<file path="config.mk">
export PLATFORM = sky130hd
export DESIGN_NAME = fetch_buffer
export DESIGN_NICKNAME = d
export VERILOG_FILES = /design/src/rtl/fetch_buffer.sv
export SDC_FILE = /design/constraint.sdc
export NUM_CORES = 1
export LEC_CHECK = 0
export CORE_ASPECT_RATIO = 0.75
export CORE_UTILIZATION = 38
export CTS_BUF_LIST = sky130_fd_sc_hd__clkbuf_4
export DETAILED_ROUTE_END_ITERATION = 10
export MAX_ROUTING_LAYER = met4
export PLACE_DENSITY = 0.66
export RECOVER_POWER = 50
export SLEW_MARGIN = 25
export SYNTH_ARGS = -nofsm -noshare
export SYNTH_HDL_FRONTEND = slang
export SYNTH_SLANG_ARGS = --single-unit
</file>
<file path="constraint.sdc">
create_clock -name clk -period 2.3 [get_ports clk]
set_clock_uncertainty 0.05 [all_clocks]
set_input_delay 0.345 -clock clk [delete_from_list [all_inputs] [get_ports clk]]
set_output_delay 0.345 -clock clk [all_outputs]
set_load 0.01 [all_outputs]
</file>
<file path="src/rtl/fetch_buffer.sv">
// ---------------------------------------------------------------------------
// fetch_buffer
//
// Purpose:
//   Small circular FIFO sitting between instruction fetch and decode. Each
//   entry holds a {pc, instruction} pair. When the buffer is full the PC
//   register is told to hold via pc_update_n. A flush (redirect) empties the
//   buffer and drops any same-cycle incoming pair.
//
// Optional feature:
//   FETCH_BUF_BYPASS_EN - when defined, an incoming pair is forwarded
//   combinationally to the output while the buffer is empty. If decode takes
//   it in that same cycle it is never stored.
//
// Parameters:
//   WIDTH - PC width in bits (default 32)
//   DEPTH - number of entries, power of two, >= 2 (default 4)
//
// Ports:
//   clk          in   clock, all state updates on rising edge
//   reset_n      in   asynchronous active-low reset
//   in_valid     in   fetch pair valid this cycle
//   in_pc        in   [WIDTH-1:0] address of fetched instruction
//   in_instr     in   [31:0] fetched instruction word
//   pc_update_n  out  1 = PC holds (buffer full), 0 = PC advances
//   flush        in   redirect, discards buffered and incoming entries
//   out_valid    out  head entry valid for decode
//   out_pc       out  [WIDTH-1:0] PC of head entry
//   out_instr    out  [31:0] instruction of head entry
//   out_ready    in   decode accepts head entry this cycle
//   count        out  [$clog2(DEPTH):0] number of stored entries
// ---------------------------------------------------------------------------
module fetch_buffer #(
    parameter int unsigned WIDTH = 32,
    parameter int unsigned DEPTH = 4
) (
    input  logic                     clk,
    input  logic                     reset_n,
    input  logic                     in_valid,
    input  logic [WIDTH-1:0]         in_pc,
    input  logic [31:0]              in_instr,
    output logic                     pc_update_n,
    input  logic                     flush,
    output logic                     out_valid,
    output logic [WIDTH-1:0]         out_pc,
    output logic [31:0]              out_instr,
    input  logic                     out_ready,
    output logic [$clog2(DEPTH):0]   count
);

    localparam int unsigned PW = $clog2(DEPTH);
    localparam int unsigned CW = PW + 1;

    // ------------------------------------------------------------------
    // State
    // ------------------------------------------------------------------
    logic [PW-1:0]    head_q, head_d;
    logic [PW-1:0]    tail_q, tail_d;
    logic [CW-1:0]    count_q, count_d;
    logic [WIDTH-1:0] pc_mem_q    [DEPTH];
    logic [31:0]      instr_mem_q [DEPTH];

    // ------------------------------------------------------------------
    // Status
    // ------------------------------------------------------------------
    logic full;
    logic empty;
    logic stored_valid;
    logic push;
    logic pop;
    logic bypass_hit;
    logic bypass_take;

    always_comb begin
        full         = (count_q == CW'(DEPTH));
        empty        = (count_q == '0);
        stored_valid = !empty;
    end

    // PC hold is derived from registered count only, so it never depends
    // on same-cycle fetch or decode handshakes.
    assign pc_update_n = full;
    assign count       = count_q;

    // ------------------------------------------------------------------
    // Output selection (bypass or registered head)
    // ------------------------------------------------------------------
`ifdef FETCH_BUF_BYPASS_EN
    // Forward only while empty; gated by reset_n so out_valid stays low
    // during reset even if in_valid is asserted.
    always_comb begin
        bypass_hit  = reset_n && empty && in_valid && !flush;
        bypass_take = bypass_hit && out_ready;
    end

    always_comb begin
        out_valid = stored_valid || bypass_hit;
        if (bypass_hit) begin
            out_pc    = in_pc;
            out_instr = in_instr;
        end else begin
            out_pc    = pc_mem_q[head_q];
            out_instr = instr_mem_q[head_q];
        end
    end
`else
    always_comb begin
        bypass_hit  = 1'b0;
        bypass_take = 1'b0;
    end

    always_comb begin
        out_valid = stored_valid;
        out_pc    = pc_mem_q[head_q];
        out_instr = instr_mem_q[head_q];
    end
`endif

    // ------------------------------------------------------------------
    // Handshakes
    // ------------------------------------------------------------------
    // A bypassed pair consumed in the same cycle is neither stored nor
    // counted as a pop of stored data; pop only ever retires a stored entry.
    always_comb begin
        push = in_valid && !full && !flush && !bypass_take;
        pop  = stored_valid && out_ready && !flush;
    end

    // ------------------------------------------------------------------
    // Next-state logic
    // ------------------------------------------------------------------
    always_comb begin
        head_d  = head_q;
        tail_d  = tail_q;
        count_d = count_q;

        if (flush) begin
            head_d  = '0;
            tail_d  = '0;
            count_d = '0;
        end else begin
            if (push) begin
                tail_d = tail_q + PW'(1);
            end
            if (pop) begin
                head_d = head_q + PW'(1);
            end
            if (push && !pop) begin
                count_d = count_q + CW'(1);
            end else if (pop && !push) begin
                count_d = count_q - CW'(1);
            end
        end
    end

    // ------------------------------------------------------------------
    // Pointer / count registers
    // ------------------------------------------------------------------
    always_ff @(posedge clk or negedge reset_n) begin
        if (!reset_n) begin
            head_q  <= '0;
            tail_q  <= '0;
            count_q <= '0;
        end else begin
            head_q  <= head_d;
            tail_q  <= tail_d;
            count_q <= count_d;
        end
    end

    // ------------------------------------------------------------------
    // Storage; cleared on reset so outputs are never unknown
    // ------------------------------------------------------------------
    always_ff @(posedge clk or negedge reset_n) begin
        if (!reset_n) begin
            for (int unsigned i = 0; i < DEPTH; i++) begin
                pc_mem_q[i]    <= '0;
                instr_mem_q[i] <= '0;
            end
        end else if (push) begin
            pc_mem_q[tail_q]    <= in_pc;
            instr_mem_q[tail_q] <= in_instr;
        end
    end

endmodule

</file>
==> flow_summary.toml <==
[run_status]
status = "finished with violations"
failed_checks = "capacitance limit, slew limit, setup timing"

[setup_path]
cp_slowest_cell = "mux4_2"
reg2reg_slack_ps = 50
crit_start = "head_q[0]"
required_ps = 1900
critPathKind = "register to primary output"
worst_path_most_repeated_cell = "buf_6"
reg2reg_depth = 6
rr_endpoint = "instr_mem_q[61]"
end_kind = "primary output"
path_cells = "buf_6, buf_12, mux4_2, buf_6"
cp_data_arrival_time_ps = 2140
critPathMaxStageDelay_ps = 550
timing.rr.start = "count[1]"
worstPathMaxFanout = 8
startpoint_type = "register"

[yosys]
synth_edf_count = 0
synth_top_area_cell = "dfrtp_1"
synth_compound_gate_area_share_pct = 0.941
syn_inst = 679
yosys_warnings = 0
synth-main-ff-cell = "dfrtp_1"
synth.mux.area_fraction_pct = 39.2
yosys.area_share.simple_pct = 1.18
synth_xor_area_share_pct = 0.143
syn_area_per_cell_um2 = 18.0
netlist-cell-type-count = 35
syn-num-nets = 753
synth_area_mm2 = 0.0122
ys_ff_latch = 263
seq_area_frac_synth_pct = 53.8
ys_top_cells_by_area = "dfrtp_1, mux2_4, mux2_2, mux4_2, buf_12"
synth_fa_ha_area_share_pct = 0.573
postSynth.asyncResetShare_pct = 100
synth_top_family_by_area = "multiplexers"
yosysTopAreaCellShare_pct = 53.8

[clock_tree]
numCtsBuffers = 72
cts_max_level = 3
cts_sinks = 263
clockBufferDepth = 3
clk_latency_ps = 660
clock-root-buffer = "clkbuf_4"
cts_tree = "built"
clkTransAtPathRegs_ps = 60

[placement]
hpwl_um = 15500
post_dp_cell_area_mm2 = 0.0141
port-buffer-count = 137
place_congestion = 0.760

[sta]
setup_ws_ps = -232
setup_violations = 64
maxSlewHeadroom_pct = -39.5
fmax_ghz = 0.395
min_period_over_period_pct = 110
layout_min_cycle_time_ps = 2530
rsz0062_at_grt = "true"
tightest_slew_ps = 2090
hold_violations = 0
finalMaxSlewViolations = 75
finalSetupTns_ps = -11830

[finish]
nets = 974
area_delta_synth_final_pct = 24.3
final_area_mm2 = 0.0152
drive_gt1_share_pct = 59.3

[global_route]
grt_pass1_wl_um = 41900
grt_pass1_vias = 7233
grt_usage_pct = 17.2
grt_max_degree = 77
overflow = 0
antenna_found_initial = 1

[die]
rows = 56
die_h_um = 157
fp.dieW_um = 209
core_mm2 = 0.0315
start_util_pct = 38.9
dieArea_mm2 = 0.0329
pin_count = 138

[pwr]
leakage_nw = 7.19
power.total_mw = 20.6
p_per_area_mw_per_mm2 = 1350
peakVddDrop_mv = 0.625

[worst_hold_path]
worstHoldEndpoint = "pc_mem_q[46]"
min_path_type = "input pin to register"
hold_start = "in_pc[14]"
min_delay_path_depth = 2

[drt]
wl_per_cell_um = 19.6
initialDrtViolationCount = 363
via_count = 6800
viasPerCell = 5.03
drc = 0
drt-total-wl_um = 26500
ant_nets = 0
first_pass_iters = 4

[job]
drv_cap = 1
==> state kept, by name, summed over array words and instances, names as in the netlist <==
register / count
head_q: 2
instr_mem_q: 128
count: 3
pc_mem_q: 128
tail_q: 2
==> power by group <==
part / internal (mW) / switching [mW] / total (mW)
Sequential: 6.65 / 1.07 / 7.72
Clock: 2.16 / 1.91 / 4.08
Combinational: 5.74 / 3.03 / 8.77
==> layout make-up <==
class	instances	area (µm²)
Fill cell	2719	16300
Sequential cell	263	6590
Multi-Input combinational cell	363	5140
Timing Repair Buffer	192	2070
Clock buffer	103	773
Tap cell	406	508
Clock inverter	17	95.1
Inverter	8	30.0
Antenna cell	1	2.50
==> logic make-up (layout without fill, tap and decap cells) <==
kind of cell,Yosys count,after routing
muxes,322,322
DFF,263,263
buffers and inverters,53,320
and+or+nand+nor,18,18
AOI/OAI and AO/OA,16,16
adders and majority gates,5,5
xor gates and xnor gates,2,2
other,0,1
==> timing repair <==
action                                 4_1_cts  5_1_grt
hold buffers                                 1        0
buffers inserted                            13        2
gates cloned                                 5        0
pin swaps                                    0        0
gates resized for setup                    314       21
endpoints found under the hold margin       65        0
setup endpoints to repair                   66       66
==> per-layer routing <==
metal / global-route usage (%) / routed length [µm] / vias up
met1: 24.6 / 13300 / 3575
met5: - / 0 / -
met4: 5.71 / 422 / 0
li1: - / - / 3033
met2: 23.5 / 11500 / 156
met3: 4.59 / 1270 / 36
==> how the worst max path moves through the flow <==
stage                            endpoint  slack [ps]  depth (start not counted)
after floorplan                  count[2]          40                          8
final                       out_instr[15]        -230                          4
after global placement       pc_mem_q[42]          80                          7
after CTS                      out_pc[20]        -380                          5
after detailed placement  instr_mem_q[62]          70                          7
after global routing        out_instr[22]        -350                          4
==> critical path: cells and delay by family, from the launching register on <==
family,cells,cell delay (ps)
buf+inv,3,430
flops,1,490
mux,1,550
==> Yosys cell counts, types with 3 or more instances <==
cell,instances
o21ai_0,3
buf_2,7
buf_6,14
buf_1,3
mux4_2,64
buf_12,12
clkbuf_1,8
nand3_4,4
mux2_4,120
dfrtp_1,263
inv_1,8
nor2_1,7
ha_1,4
mux2_2,137
==> cell usage in the layout (no fill, tap or decap), types with 7 or more instances in the layout <==
master / count
mux2_2: 137
inv_1: 7
clkinv_1: 10
buf_4: 14
mux2_4: 120
dfrtp_1: 261
buf_12: 17
clkbuf_4: 105
mux4_2: 64
clkdlybuf4s50_1: 70
buf_6: 51
nor2_1: 7
buf_2: 23
==> per-stage QoR <==
step | std cells | hold WS [ps] | utilization [%] | setup WS [ps]
finish | 1353 | 331 | 48.3 | -232
global placement | 1214 | 322 | 44.9 | 81.7
floorplan | 679 | -0.591 | - | 42.2
global route | 1353 | 267 | 48.3 | -353
detailed placement | 1214 | 322 | 44.9 | 65.4
CTS | 1352 | 148 | 48.3 | -381
Note: power is estimated with default switching activity, not from simulation.
